**config.mk**
```make
export PLATFORM = sky130hd
export DESIGN_NAME = dcache_axi_bridge_flat
export DESIGN_NICKNAME = d
export VERILOG_FILES = /design/src/rtl/dcache_pkg.sv /design/src/rtl/dcache_axi_bridge_if.sv /design/src/rtl/dcache_wbeat_buf.sv /design/src/rtl/dcache_axi_bridge.sv /design/src/flat_wrapper.sv
export SDC_FILE = /design/constraint.sdc
export NUM_CORES = 1
export LEC_CHECK = 0
export CORE_AREA = 2 2 108 110
export CTS_CLUSTER_DIAMETER = 40
export CTS_CLUSTER_SIZE = 25
export DETAILED_ROUTE_END_ITERATION = 8
export DIE_AREA = 0 0 110 112
export GPL_TIMING_DRIVEN = 0
export PLACE_DENSITY = 0.74
export SETUP_SLACK_MARGIN = 0.05
export SLEW_MARGIN = 20
export SYNTH_ARGS = -nofsm -noshare
export SYNTH_HDL_FRONTEND = slang
export SYNTH_SLANG_ARGS = --single-unit
```
**constraint.sdc**
```tcl
create_clock -name clk -period 7.8 [get_ports clk]
set_clock_uncertainty 0.05 [all_clocks]
set_input_delay 1.56 -clock clk [delete_from_list [all_inputs] [get_ports clk]]
set_output_delay 1.56 -clock clk [all_outputs]
set_load 0.005 [all_outputs]
```
**src/rtl/dcache_pkg.sv**
```systemverilog
// dcache_pkg: AXI channel payload structs, fixed burst encodings, bridge FSM
// state encoding and the line-alignment helper for the dCache AXI bridge.
package dcache_pkg;

   localparam logic [1:0] AXI_BURST_INCR = 2'b01;
   localparam logic [2:0] AXI_SIZE_4B    = 3'b010;
   localparam logic [1:0] AXI_RESP_OKAY  = 2'b00;

   typedef struct packed {
      logic [31:0] addr;
      logic [7:0]  len;
      logic [2:0]  size;
      logic [1:0]  burst;
      logic        valid;
   } axi_ar_t;

   typedef struct packed {
      logic [31:0] addr;
      logic [7:0]  len;
      logic [2:0]  size;
      logic [1:0]  burst;
      logic        valid;
   } axi_aw_t;

   typedef struct packed {
      logic [31:0] data;
      logic [1:0]  resp;
      logic        last;
      logic        valid;
   } axi_r_t;

   typedef struct packed {
      logic [31:0] data;
      logic [3:0]  strb;
      logic        last;
      logic        valid;
   } axi_w_t;

   typedef struct packed {
      logic [1:0] resp;
      logic       valid;
   } axi_b_t;

   // Encoding source for the bridge FSM; the top keeps plain logic constants.
   typedef enum logic [2:0] {
      BS_IDLE    = 3'd0,
      BS_RD_ADDR = 3'd1,
      BS_RD_DATA = 3'd2,
      BS_WR_ADDR = 3'd3,
      BS_WR_DATA = 3'd4,
      BS_WR_RESP = 3'd5
   } bridge_state_t;

   // Clear the byte-in-line offset bits of an address.
   function automatic logic [31:0] line_align(input logic [31:0] addr,
                                              input int unsigned line_words);
      logic [31:0] mask;
      mask = ~((32'(line_words) * 32'd4) - 32'd1);
      return addr & mask;
   endfunction

endpackage

```
**src/rtl/dcache_axi_bridge_if.sv**
```systemverilog
// dcache_axi_bridge_if: the five AXI4 channels between the bridge (master)
// and the memory system (slave).
interface dcache_axi_bridge_if;
   import dcache_pkg::*;

   axi_ar_t ar_req;
   logic    ar_ready;
   axi_r_t  r_in;
   logic    r_ready;
   axi_aw_t aw_req;
   logic    aw_ready;
   axi_w_t  w_req;
   logic    w_ready;
   axi_b_t  b_in;
   logic    b_ready;

   modport master (
      output ar_req, r_ready, aw_req, w_req, b_ready,
      input  ar_ready, r_in, aw_ready, w_ready, b_in
   );

   modport slave (
      input  ar_req, r_ready, aw_req, w_req, b_ready,
      output ar_ready, r_in, aw_ready, w_ready, b_in
   );

endinterface

```
**src/rtl/dcache_wbeat_buf.sv**
```systemverilog
// dcache_wbeat_buf: one-entry valid/ready register for the AXI W channel.
// Fills only while empty and drains on a handshake, so a capture and a drain
// never share a cycle (at most one beat every two cycles, no bypass).
module dcache_wbeat_buf (
   input  logic        clk,
   input  logic        reset,
   input  logic        in_valid,
   input  logic [31:0] in_data,
   output logic        out_valid,
   output logic [31:0] out_data,
   input  logic        out_ready
);

   logic        valid_q, valid_d;
   logic [31:0] data_q, data_d;

   // Next-state: drain when full and accepted, otherwise fill when empty.
   always_comb begin
      // NOTE: every variable gets a default first so no path leaves it unassigned and no latch is inferred.
      valid_d = valid_q;
      data_d  = data_q;
      if (valid_q) begin
         if (out_ready) begin
            valid_d = 1'b0;
         end
      end else if (in_valid) begin
         valid_d = 1'b1;
         data_d  = in_data;
      end
   end

   // Occupancy flag with synchronous reset.
   always_ff @(posedge clk) begin
      // NOTE: non-blocking assignments so every flop samples pre-edge values regardless of statement order.
      if (reset) begin
         valid_q <= 1'b0;
      end else begin
         valid_q <= valid_d;
      end
   end

   // Payload register.
   always_ff @(posedge clk) begin
      // NOTE: the payload is deliberately not reset; valid_q alone qualifies it.
      data_q <= data_d;
   end

   assign out_valid = valid_q;
   assign out_data  = data_q;

endmodule

```
**src/rtl/dcache_axi_bridge.sv**
```systemverilog
// dcache_axi_bridge: converts the dCache controller's word-at-a-time
// req/addr_ok/data_ok handshake into one AXI4 INCR burst per cache line
// (read burst for a refill, write burst plus response for a write-back).
// Optional feature macro: DCACHE_BRIDGE_ERR_EN -- when defined, bus_err is a
// sticky flag for non-OKAY R/B responses and R last/counter mismatches;
// when undefined, bus_err is tied low and resp/last are ignored.
module dcache_axi_bridge
   import dcache_pkg::*;
#(
   parameter int unsigned LINE_WORDS = 8
) (
   input  logic                       clk,
   input  logic                       reset,
   input  logic                       mem_req,
   input  logic                       mem_we,
   input  logic                       mem_wstart,
   input  logic [31:0]                mem_addr,
   input  logic [31:0]                mem_wdata,
   output logic                       mem_addr_ok,
   output logic                       mem_data_ok,
   output logic [31:0]                mem_rdata,
   output logic                       wb_ok,
   output logic                       bus_err,
   dcache_axi_bridge_if.master        axi
);

   localparam int unsigned   CW        = (LINE_WORDS > 1) ? $clog2(LINE_WORDS) : 1;
   localparam logic [CW-1:0] LAST_BEAT = CW'(LINE_WORDS - 1);
   localparam logic [7:0]    AXI_LEN   = 8'(LINE_WORDS - 1);

   // Legacy-compatible state constants taken from the shared encoding.
   localparam logic [2:0] IDLE    = BS_IDLE;
   localparam logic [2:0] RD_ADDR = BS_RD_ADDR;
   localparam logic [2:0] RD_DATA = BS_RD_DATA;
   localparam logic [2:0] WR_ADDR = BS_WR_ADDR;
   localparam logic [2:0] WR_DATA = BS_WR_DATA;
   localparam logic [2:0] WR_RESP = BS_WR_RESP;

   logic [2:0]    state_q, state_d;
   logic [31:0]   addr_q, addr_d;
   logic [CW-1:0] cnt_q, cnt_d;

   logic          wbuf_in_valid;
   logic          wbuf_out_valid;
   logic [31:0]   wbuf_out_data;
   logic          w_fire;
   logic          r_fire;
   logic          b_fire;
   logic          last_beat;

   assign last_beat = (cnt_q == LAST_BEAT);
   assign r_fire    = (state_q == RD_DATA) && axi.r_in.valid;
   assign w_fire    = wbuf_out_valid && axi.w_ready;
   assign b_fire    = (state_q == WR_RESP) && axi.b_in.valid;

   // Controller write words are only taken during the data phase of a write-back.
   assign wbuf_in_valid = (state_q == WR_DATA) && mem_req;

   dcache_wbeat_buf u_wbeat_buf (
      .clk       (clk),
      .reset     (reset),
      .in_valid  (wbuf_in_valid),
      .in_data   (mem_wdata),
      .out_valid (wbuf_out_valid),
      .out_data  (wbuf_out_data),
      .out_ready (axi.w_ready)
   );

   // FSM next-state, latched line address and beat counter.
   always_comb begin
      state_d = state_q;
      addr_d  = addr_q;
      cnt_d   = cnt_q;
      case (state_q)
         IDLE: begin
            if (mem_req && !mem_we) begin
               addr_d  = line_align(mem_addr, LINE_WORDS);
               state_d = RD_ADDR;
            end else if (mem_req && mem_we && mem_wstart) begin
               addr_d  = line_align(mem_addr, LINE_WORDS);
               state_d = WR_ADDR;
            end
         end
         RD_ADDR: begin
            if (axi.ar_ready) begin
               cnt_d   = '0;
               state_d = RD_DATA;
            end
         end
         RD_DATA: begin
            // The counter, not r.last, decides when the burst is over.
            if (r_fire) begin
               cnt_d = cnt_q + CW'(1);
               if (last_beat) begin
                  state_d = IDLE;
               end
            end
         end
         WR_ADDR: begin
            if (axi.aw_ready) begin
               cnt_d   = '0;
               state_d = WR_DATA;
            end
         end
         WR_DATA: begin
            if (w_fire) begin
               cnt_d = cnt_q + CW'(1);
               if (last_beat) begin
                  state_d = WR_RESP;
               end
            end
         end
         WR_RESP: begin
            if (b_fire) begin
               state_d = IDLE;
            end
         end
         default: begin
            state_d = IDLE;
         end
      endcase
   end

   // FSM state and beat counter with synchronous reset.
   always_ff @(posedge clk) begin
      if (reset) begin
         state_q <= IDLE;
         cnt_q   <= '0;
      end else begin
         state_q <= state_d;
         cnt_q   <= cnt_d;
      end
   end

   // Line address register; only meaningful while a burst is in flight.
   always_ff @(posedge clk) begin
      addr_q <= addr_d;
   end

`ifdef DCACHE_BRIDGE_ERR_EN
   logic err_q, err_d;

   // Sticky error: bad R/B response or r.last disagreeing with the counter.
   always_comb begin
      err_d = err_q;
      if (r_fire && ((axi.r_in.resp != AXI_RESP_OKAY) || (axi.r_in.last != last_beat))) begin
         err_d = 1'b1;
      end
      if (b_fire && (axi.b_in.resp != AXI_RESP_OKAY)) begin
         err_d = 1'b1;
      end
   end

   // Error flag clears only on reset.
   always_ff @(posedge clk) begin
      if (reset) begin
         err_q <= 1'b0;
      end else begin
         err_q <= err_d;
      end
   end

   assign bus_err = err_q;
`else
   // Response codes and r.last have no consumer when error reporting is off.
   logic unused_err_fields;
   assign unused_err_fields = ^{axi.r_in.resp, axi.r_in.last, axi.b_in.resp};
   assign bus_err = 1'b0;
`endif

   // Controller-side handshake pulses; rdata is a straight pass of the R beat.
   assign mem_addr_ok = ((state_q == RD_ADDR) && axi.ar_ready) ||
                        ((state_q == WR_ADDR) && axi.aw_ready);
   assign mem_data_ok = r_fire || w_fire;
   assign mem_rdata   = axi.r_in.data;
   assign wb_ok       = b_fire;

   // AXI channel drives; burst shape is fixed, only address and valid vary.
   assign axi.ar_req = '{addr:  addr_q,
                         len:   AXI_LEN,
                         size:  AXI_SIZE_4B,
                         burst: AXI_BURST_INCR,
                         valid: (state_q == RD_ADDR)};
   assign axi.aw_req = '{addr:  addr_q,
                         len:   AXI_LEN,
                         size:  AXI_SIZE_4B,
                         burst: AXI_BURST_INCR,
                         valid: (state_q == WR_ADDR)};
   assign axi.w_req  = '{data:  wbuf_out_data,
                         strb:  4'hF,
                         last:  last_beat,
                         valid: wbuf_out_valid};
   assign axi.r_ready = (state_q == RD_DATA);
   assign axi.b_ready = (state_q == WR_RESP);

endmodule

```
**src/flat_wrapper.sv**
```systemverilog
// flat-port wrapper written by rule: the top's interface ports become plain ports
module dcache_axi_bridge_flat import dcache_pkg::*;
#(
   parameter int unsigned LINE_WORDS = 8
)
  (clk, reset, mem_req, mem_we, mem_wstart, mem_addr, mem_wdata, mem_addr_ok, mem_data_ok, mem_rdata, wb_ok, bus_err, axi_ar_req, axi_r_ready, axi_aw_req, axi_w_req, axi_b_ready, axi_ar_ready, axi_r_in, axi_aw_ready, axi_w_ready, axi_b_in);
  dcache_axi_bridge_if axi_i ();
  input  logic clk;
  input  logic reset;
  input  logic mem_req;
  input  logic mem_we;
  input  logic mem_wstart;
  input  logic [31:0] mem_addr;
  input  logic [31:0] mem_wdata;
  output logic mem_addr_ok;
  output logic mem_data_ok;
  output logic [31:0] mem_rdata;
  output logic wb_ok;
  output logic bus_err;
  output wire logic [$bits(axi_i.ar_req)-1:0] axi_ar_req;
  output wire logic [$bits(axi_i.r_ready)-1:0] axi_r_ready;
  output wire logic [$bits(axi_i.aw_req)-1:0] axi_aw_req;
  output wire logic [$bits(axi_i.w_req)-1:0] axi_w_req;
  output wire logic [$bits(axi_i.b_ready)-1:0] axi_b_ready;
  input wire logic [$bits(axi_i.ar_ready)-1:0] axi_ar_ready;
  input wire logic [$bits(axi_i.r_in)-1:0] axi_r_in;
  input wire logic [$bits(axi_i.aw_ready)-1:0] axi_aw_ready;
  input wire logic [$bits(axi_i.w_ready)-1:0] axi_w_ready;
  input wire logic [$bits(axi_i.b_in)-1:0] axi_b_in;
  assign axi_ar_req = axi_i.ar_req;
  assign axi_r_ready = axi_i.r_ready;
  assign axi_aw_req = axi_i.aw_req;
  assign axi_w_req = axi_i.w_req;
  assign axi_b_ready = axi_i.b_ready;
  assign axi_i.ar_ready = axi_ar_ready;
  assign axi_i.r_in = axi_r_in;
  assign axi_i.aw_ready = axi_aw_ready;
  assign axi_i.w_ready = axi_w_ready;
  assign axi_i.b_in = axi_b_in;
  dcache_axi_bridge #(.LINE_WORDS(LINE_WORDS)) u_core (.clk(clk), .reset(reset), .mem_req(mem_req), .mem_we(mem_we), .mem_wstart(mem_wstart), .mem_addr(mem_addr), .mem_wdata(mem_wdata), .mem_addr_ok(mem_addr_ok), .mem_data_ok(mem_data_ok), .mem_rdata(mem_rdata), .wb_ok(wb_ok), .bus_err(bus_err), .axi(axi_i));
endmodule
```
; ---- Word level (Yosys, flattened, before mapping)
; Cells that the tools add are included.
[classes]
n_addsub = 1
eq_ne = 14
mux = 20
bitwise = 1
n_reduce_logical = 19
[op_table]
columns = operator, n
row1 = $mux 32, 2
row2 = $mux 3, 13
row3 = $pmux 3 s6, 1
row4 = $ne 2x1->1 const B, 6
row5 = $pmux 3 s4, 1
row6 = $eq 3x3->1 const B, 3
row7 = $logic_and 1x1->1, 9
row8 = $reduce_and 8->1, 1
row9 = $eq 3x2->1 const B, 2
row10 = $reduce_and 5->1, 1
row11 = $reduce_and 2->1, 2
row12 = $reduce_bool 4->1, 1
row13 = $add 3x1->3 const B, 1
row14 = $eq 3x1->1 const B, 1
row15 = $logic_not 3->1, 1
row16 = $mux 1, 3
row17 = $ne 3x1->1 const B, 1
row18 = $logic_or 1x1->1, 2
row19 = $ne 2x2->1 const B, 1
row20 = $reduce_bool 2->1, 1
row21 = $logic_not 1->1, 1
row22 = $not 1->1, 1
[word_totals]
reg_bits = 66
inputBits = 111
out_inout_bits = 168
wordCells = 60

; ---- Depth between registers and ports, before layout
; Gate-level depths: netlist of the first run.
[logic_depth]
depth_word = 5
ltp_mapped = 6
ltp_nobuf = 5

; ---- Hierarchy
; A second synthesis of the first run with hierarchy kept.
[hier_totals]
hier_cells = 228
hier_area_um2 = 3133.0
[modules_own_cells]
columns = mod, n_inst, cells_per_inst, area_per_inst_um2, seq_area_each_um2
row1 = dcache_axi_bridge, 1, 192, 2132.0, 930.9
row2 = dcache_wbeat_buf, 1, 36, 1001.0, 980.9

; ---- Worst setup path before layout of the first run
; Ideal clock, no wire load.
[synth_timing]
path_type = in2reg
start = input mem_req
end = register u_core.addr_q[10] (enable)
setup_time_ns = 0.445
arrival_ns = 3.878
required_time_ns = 7.305
slack_ns = 3.427
path_stages = 3
n_path_buf = 0
cell_sequence = inv_1 > or3_1 > nor3_1
[synth_between]
elab_chain_cells = 4
word_cells_on_any_way = 5
classes_between = 5 x reduce/logical
[synth_rtl]
columns = item, line_no
row1 = "start, declared", flat_wrapper.sv:10  ; input logic mem_req;
row2 = $logic_and 1x1->1 (2 in series), dcache_axi_bridge.sv:79  ; end else if (mem_req && mem_we && mem_wstart) begin
row3 = $reduce_bool 2->1 (no source line) (*), --
row4 = $reduce_and 2->1 (no source line) (*), --
row5 = "end signal, assigned", dcache_axi_bridge.sv:137  ; addr_q <= addr_d;
row6 = "end, declared", dcache_axi_bridge.sv:40  ; logic [31:0] addr_q, addr_d;
; Mark *: on every way between the ends. The rest lies on a longest branch, timed or not.
; A chain may end at the register's enable or synchronous reset.

; ---- Final worst setup path of the first run
[layout_timing]
start = input axi_aw_ready
end = output mem_addr_ok
[layout_between]
elab_chain_cells = 2
[layout_rtl]
columns = item, line_no
row1 = "start, declared", flat_wrapper.sv:27  ; input wire logic [$bits(axi_i.aw_ready)-1:0] axi_aw_ready;
row2 = $logic_and 1x1->1, dcache_axi_bridge.sv:173  ; ((state_q == WR_ADDR) && axi.aw_ready);
row3 = $logic_or 1x1->1, dcache_axi_bridge.sv:172  ; assign mem_addr_ok = ((state_q == RD_ADDR) && axi.ar_ready) ||
row4 = "end, declared", flat_wrapper.sv:15  ; output logic mem_addr_ok;
; No other way between the ends.

==> results of run 1 <==
## power groups by stage
| stage | registers [mW] | logic, mW | clock network, mW |
|---|---|---|---|
| floorplan | 0.454 | 0.158 | 0 |
| global placement | 0.454 | 0.323 | 0 |
| detailed placement | 0.452 | 0.337 | 0 |
| CTS | 0.444 | 0.338 | 0.441 |
| global route | 0.447 | 0.362 | 0.459 |
| finish | 0.444 | 0.336 | 0.434 |
## flip-flops by register name, indices dropped and copies added (netlist names)
signal / cells
u_core.cnt_q: 3
u_core.u_wbeat_buf.out_data: 32
u_core.addr_q: 27
u_core.u_wbeat_buf.out_valid: 1
u_core.state_q: 3
## cell usage in the layout (no fill, tap or decap)
cell and n:
a2111oi_0 1, a21o_1 1, a21oi_1 7, a21oi_2 1
a2bb2oi_4 1, and2_1 1, and2b_4 1, buf_4 105
buf_6 3, bufinv_16 2, clkbuf_16 9, clkdlybuf4s50_1 195
clkinv_2 1, clkinv_4 1, clkinvlp_4 1, conb_1 41
dfxtp_1 7, edfxtp_1 59, ha_1 2, inv_1 2
inv_6 1, inv_8 1, mux2_1 2, nand2_1 11
nand2b_1 2, nand2b_4 2, nor2_1 6, nor2b_1 2
nor3_1 1, nor3_2 1, nor3b_4 1, o211ai_1 2
o21ai_4 1, o21ba_1 1, o221ai_2 1, o22ai_1 2
o22ai_2 1, or3_1 3
## worst min-delay path by stage
stage | endpoint | cells after the start | slack (ps) | start
floorplan | u_core.cnt_q[1] | 2 | 380 | u_core.cnt_q[1]
global placement | u_core.cnt_q[2] | 2 | 390 | u_core.cnt_q[2]
detailed placement | u_core.cnt_q[1] | 2 | 420 | u_core.cnt_q[1]
CTS | u_core.cnt_q[1] | 2 | 430 | u_core.cnt_q[1]
global route | u_core.cnt_q[1] | 2 | 430 | u_core.cnt_q[1]
finish | u_core.cnt_q[1] | 2 | 430 | u_core.cnt_q[1]
## worst register-to-register path, cell delays in order (launching register included)
cell	delay [ps]
dfxtp_1	340
buf_6	150
or3_1	430
nor3_2	580
buf_4	320
buf_4	230
## logic make-up (layout without fill, tap and decap cells)
family / Yosys count / count (layout)
adder cells (fa/ha/maj): 2 / 2
AND/OR/NAND/NOR: 31 / 31
AO/OA/AOI/OAI: 19 / 19
multiplexers: 2 / 2
flip-flops: 66 / 66
other: 2 / 41
buffers and inverters: 107 / 321
## layout make-up
cell class	instances	area, µm²	share of cell area, %
Multi-Input combinational cell	95	554	9.63
Inverter	2	7.51	0.130
Tap cell	143	179	3.11
Timing Repair Buffer	198	1980	34.4
Clock inverter	7	101	1.76
Buffer	105	796	13.8
Sequential cell	66	1910	33.2
Clock buffer	9	225	3.91
## routing by layer
| metal | vias to the layer above | global-route usage (%) | routed length, µm |
|---|---|---|---|
| met5 | - | 0 | 0 |
| met2 | 174 | 19.7 | 3810 |
| li1 | 1143 | - | - |
| met1 | 1016 | 12.1 | 2780 |
| met3 | 12 | 3.28 | 842 |
| met4 | 0 | 6.50 | 201 |
## per-stage QoR
stage	power, mW	cells	setup WS, ps	hold slack, ps
2_1_floorplan	0.612	268	3430	380
3_3_place_gp	0.777	606	1990	394
3_5_place_dp	0.788	609	3380	420
4_1_cts	1.22	625	3360	429
5_1_grt	1.27	625	3250	434
6_report	1.21	625	3360	429
==> flow_summary_export.csv, run 1 <==
group,metric,value,unit
synth,synth.most_common_cell,"buf_4",
detailed_routing,drc,0,
worst_setup_path,endpoint,"mem_addr_ok",
detailed_routing,drt_iter0_markers,78,
pwr,power_frac_comb,27.7,%
synth,synth-xor-area-share,0,%
global_routing,grt_pass1_vias,2191,
detailed_routing,drtPass1Iterations,4,
synth,ys_seq_elements,66,
pwr,p_seq_share,36.6,%
worst_setup_path,critPathMaxFanout,3,
global_routing,grt_pass1_wl,10.6,mm
worst_setup_path,ff2ff_path_depth,5,
clocking,cts_hold_buf,0,
worst_setup_path,crit_slowest_cell,"clkdlybuf4s50_1",
flow_run,cap_violations,0,
layout,fill_cells,947,
synth,synth_top_area_cell,"edfxtp_1",
synth,synth_edf_count,59,
detailed_routing,post_drt_via_cell_ratio,3.75,
worst_setup_path,crit_start,"axi_aw_ready",
clocking,cts_made_buffers,9,
sta,slew_headroom,42.8,%
worst_setup_path,crit_family,"buffers and inverters",
synth,synth_fa_ha_area_share,0.804,%
sta,max_freq,225,MHz
detailed_routing,routed_wl,7.63,mm
die,core_area,11200,µm²
worst_setup_path,cp_data_arrival_time,2830,ps
clocking,post_cts_resized,0,
layout,n_antenna_cell,0,
clocking,clock_sinks,66,
synth,avgSynthCellArea,13.6,µm²
synth,ys.flop_type,"edfxtp_1",
worst_setup_path,worstReg2RegEnd,"u_core.addr_q[15]",
worst_setup_path,r2r_slack,5400,ps
worst_setup_path,timing.critical_path.mode_cell,"clkdlybuf4s50_1",
pwr,p_switching,290,µW
die,die_w,110,µm
synth,seq_area_frac_synth,61.4,%
synth,syn_inst,229,
sta,finalSetupViolations,0,
placed_design,io_buffers,195,
synth,synth-simple-area-share,5.59,%
clocking,clkTransAtPathRegs,60,ps
clocking,clock_path_buffers,2,
worst_setup_path,critical_path_class,"in2out",
synth,muxShareOfSynthArea,0.724,%
placed_design,gp_congestion,0.837,
worst_setup_path,reg2reg_from,"u_core.state_q[1]",
layout,area_growth,84.9,%
pwr,cellLeakagePower,2.33,nW
die,die_height,112,µm
sta,finalHoldViolCount,0,
synth,yosys-top-cells-count,"buf_4 (103), edfxtp_1 (59), nand2_1 (11)",
pwr,power.internal,924,µW
worst_setup_path,required,6190,ps
synth,yosysUniqueCellTypes,29,
synth,ys_warn_count,0,
worst_setup_path,crit_path_start_kind,"input pin",
clocking,cts.htree.levels,3,
status,status,"completed",
global_routing,grt_max_degree,18,
sta,period_share,56.9,%
clocking,post_cts.repair.setup_buffers,0,
clocking,cts_root_buffer,"clkbuf_16",
detailed_routing,postRouteAntennaNets,0,
sta,maxSlewViolCount,0,
detailed_routing,vias,2345,
synth,synth-compound-area-share,5.39,%
synth,synth_top_family_by_area,"buffers and inverters",
pwr,clockPowerShare,35.7,%
worst_setup_path,path_cells,"clkdlybuf4s50_1, nand2_1, a21oi_1, clkdlybuf4s50_1",
global_routing,grt-ovfl-total,0,
detailed_routing,wl_per_cell,12.2,µm
synth,yosys-top-cells-area,"edfxtp_1 (57%), buf_4 (25%), dfxtp_1 (4.5%), nand2_1 (1.3%), a21oi_1 (1.1%)",
worst_setup_path,critPathBufInv,2,
placed_design,dp_hpwl,6.35,mm
die,initial_utilization,27.8,%
worst_setup_path,critPathCaptureType,"output port",
clocking,cts_tree,"done",
hold_path,hp-class,"reg2reg",
sta,rsz0062_at_grt,"no",
die,io_pins,279,
placed_design,placed_cell_area,5430,µm²
global_routing,grtUsageTotal,11.4,%
pwr,swShare,23.9,%
die,rows,39,
synth,synthArstFlopShare,0,%
worst_setup_path,cp.depth,4,
pwr,max-vdd-ir-drop,0.000118,V
layout,post-route-cell-area,5750,µm²
worst_setup_path,cp_slowest_stage_delay,530,ps
sta,worst_pin_slew,858,ps
sta,setup_tns,0,ps
die,dieArea,12300,µm²
layout,nets,590,
layout,utilization,51.5,%
layout,drive_above_1_share,27.8,%
clocking,worstSkewPairLatency,320,ps
synth,netlist_area,3110,µm²
pwr,p_per_area,211,nW/µm²
synth,synth_largest_type_area_fraction,56.9,%
sta,post-route-min-period,4440,ps
global_routing,antenna_found_initial,0,
Note: power is estimated with default switching activity, not from simulation.
==> run 2: changes to the inputs <==
--- a/config.mk
+++ b/config.mk
@@ -5,13 +5,12 @@
 export SDC_FILE = /design/constraint.sdc
 export NUM_CORES = 1
 export LEC_CHECK = 0
-export CORE_AREA = 2 2 108 110
+export CORE_UTILIZATION = 28
 export CTS_CLUSTER_DIAMETER = 40
 export CTS_CLUSTER_SIZE = 25
 export DETAILED_ROUTE_END_ITERATION = 8
-export DIE_AREA = 0 0 110 112
 export GPL_TIMING_DRIVEN = 0
-export PLACE_DENSITY = 0.74
+export PLACE_DENSITY = 0.77
 export SETUP_SLACK_MARGIN = 0.05
 export SLEW_MARGIN = 20
 export SYNTH_ARGS = -nofsm -noshare
==> constraint.sdc (replaced) <==
create_clock -name clk -period 4.05 [get_ports clk]
set_clock_uncertainty 0.05 [all_clocks]
set_input_delay 0.81 -clock clk [delete_from_list [all_inputs] [get_ports clk]]
set_output_delay 0.81 -clock clk [all_outputs]
set_load 0.005 [all_outputs]
==> run 2 against run 1 <==
Net effect: sequential share of layout area up 0.68 points; routed wire length up 2.9%; critical path type unchanged; critical path depth unchanged; sequential cell count stayed put; largest cell class unchanged; core utilization up 0.52 points; worst setup slack lost 2200 ps; highest routed layer unchanged.
==> flow_summary_export.csv, run 2 (synthesized netlist as in run 1, its figures left out) <==
group,metric,value,unit
clocking,cts_root_buffer,"clkbuf_8",
die,core_area,10800,µm²
global_routing,grt_pass1_vias,2224,
clocking,cts_tree,"done",
sta,maxSlewViolCount,0,
layout,n_antenna_cell,0,
worst_setup_path,reg2reg_from,"u_core.state_q[1]",
die,die_w,107,µm
worst_setup_path,cp_slowest_stage_delay,520,ps
clocking,post_cts.repair.setup_buffers,0,
detailed_routing,postRouteAntennaNets,0,
layout,nets,592,
detailed_routing,post_drt_via_cell_ratio,3.83,
detailed_routing,vias,2390,
global_routing,grtUsageTotal,12.9,%
global_routing,antenna_found_initial,0,
worst_setup_path,crit_family,"buffers and inverters",
pwr,p_per_area,362,nW/µm²
worst_setup_path,path_cells,"clkdlybuf4s50_1, nand2_1, a21oi_1, clkdlybuf4s50_1",
placed_design,gp_congestion,0.796,
clocking,clkTransAtPathRegs,70,ps
clocking,clock_path_buffers,2,
detailed_routing,drt_iter0_markers,88,
die,initial_utilization,28.7,%
worst_setup_path,critPathBufInv,2,
hold_path,whs_path_depth,2,
clocking,worstSkewPairLatency,340,ps
detailed_routing,drc,0,
flow_run,cap_violations,0,
worst_setup_path,timing.critical_path.mode_cell,"clkdlybuf4s50_1",
layout,drive_above_1_share,27.9,%
worst_setup_path,required,3190,ps
detailed_routing,routed_wl,7.85,mm
placed_design,dp_hpwl,6.66,mm
worst_setup_path,critPathCaptureType,"output port",
hold_path,holdPathEnd,"u_core.cnt_q[2]",
detailed_routing,wl_per_cell,12.6,µm
hold_path,worstHoldStart,"u_core.cnt_q[2]",
layout,layout_common_cells,"clkdlybuf4s50_1 (195), buf_4 (105), edfxtp_1 (59)",
worst_setup_path,critPathMaxFanout,3,
clocking,post_cts_resized,0,
global_routing,grt-ovfl-total,0,
worst_setup_path,crit_path_start_kind,"input pin",
worst_setup_path,ff2ff_path_depth,5,
clocking,cts.htree.levels,3,
layout,area_growth,81.2,%
clocking,cts_made_buffers,9,
detailed_routing,drtPass1Iterations,4,
pwr,max-vdd-ir-drop,0.000168,V
placed_design,io_buffers,195,
layout,largest_register_ffs,32,
pwr,power.total,2.04,mW
die,rows,38,
sta,period_share,72.2,%
sta,max_freq,342,MHz
sta,finalSetupViolations,0,
die,die_height,107,µm
sta,post-route-min-period,2920,ps
pwr,cellLeakagePower,2.28,nW
clocking,clock_sinks,66,
layout,layout_commonest_cell,"clkdlybuf4s50_1",
sta,rsz0062_at_grt,"no",
hold_path,hp-class,"reg2reg",
die,dieArea,11500,µm²
sta,setup_tns,0,ps
global_routing,grt_pass1_wl,10.8,mm
worst_setup_path,worstReg2RegEnd,"u_core.u_wbeat_buf.out_data[18]",
global_routing,grt_max_degree,18,
status,status,"completed",
worst_setup_path,critical_path_class,"in2out",
worst_setup_path,crit_slowest_cell,"clkdlybuf4s50_1",
worst_setup_path,cp_data_arrival_time,2060,ps
die,io_pins,279,
layout,utilization,52.0,%
clocking,cts_hold_buf,0,
worst_setup_path,r2r_slack,2110,ps
sta,finalHoldViolCount,0,
==> run 2: area by class of cell <==
| cell class | instances | area, µm² |
|---|---|---|
| Clock inverter | 7 | 68.8 |
| Inverter | 2 | 7.51 |
| Fill cell | 953 | 5200 |
| Buffer | 105 | 796 |
| Multi-Input combinational cell | 95 | 554 |
| Tap cell | 140 | 175 |
| Sequential cell | 66 | 1910 |
| Clock buffer | 9 | 124 |
| Timing Repair Buffer | 200 | 2000 |
==> run 2: metal layers <==
layer	vias up	share of wire [%]	global-route usage [%]
li1	1146	-	-
met1	1054	32	11.6
met2	172	56	25.5
met3	18	8.9	2.91
met4	0	3.3	8.51
met5	-	0	0
==> run 2: report_power, final <==
| part | leakage, nW | total [mW] | internal (mW) | switching [mW] |
|---|---|---|---|---|
| Combinational | 1.59 | 0.653 | 0.422 | 0.232 |
| Sequential | 0.598 | 0.858 | 0.818 | 0.0407 |
| Clock | 0.0970 | 0.532 | 0.283 | 0.249 |
==> run 2: metrics by stage <==
stage	instances	area [µm²]	hold slack [ps]	worst slack [ps]
6_report	624	5640	411	1130
5_1_grt	624	5640	443	1020
4_1_cts	624	5640	417	1120
3_5_place_dp	608	5450	407	1130
3_3_place_gp	603	5390	393	-1050
2_1_floorplan	268	3260	380	427
==> run 2: worst min-delay path: cells and delay by family, from the launching register on <==
family	cells	cell delay, ps
AND/OR/NAND/NOR	1	50
flip-flops	1	320
AO/OA/AOI/OAI	1	50
==> run 2: worst max path at each step <==
stage / start / end / slack, ps / cells after the start
final: axi_aw_ready / mem_addr_ok / 1130 / 4
after global routing: axi_aw_ready / mem_addr_ok / 1020 / 4
after CTS: axi_aw_ready / mem_addr_ok / 1120 / 4
after detailed placement: axi_b_in[0] / wb_ok / 1130 / 4
after global placement: mem_req / u_core.addr_q[29] / -1050 / 4
after floorplan: mem_req / u_core.addr_q[10] / 430 / 3
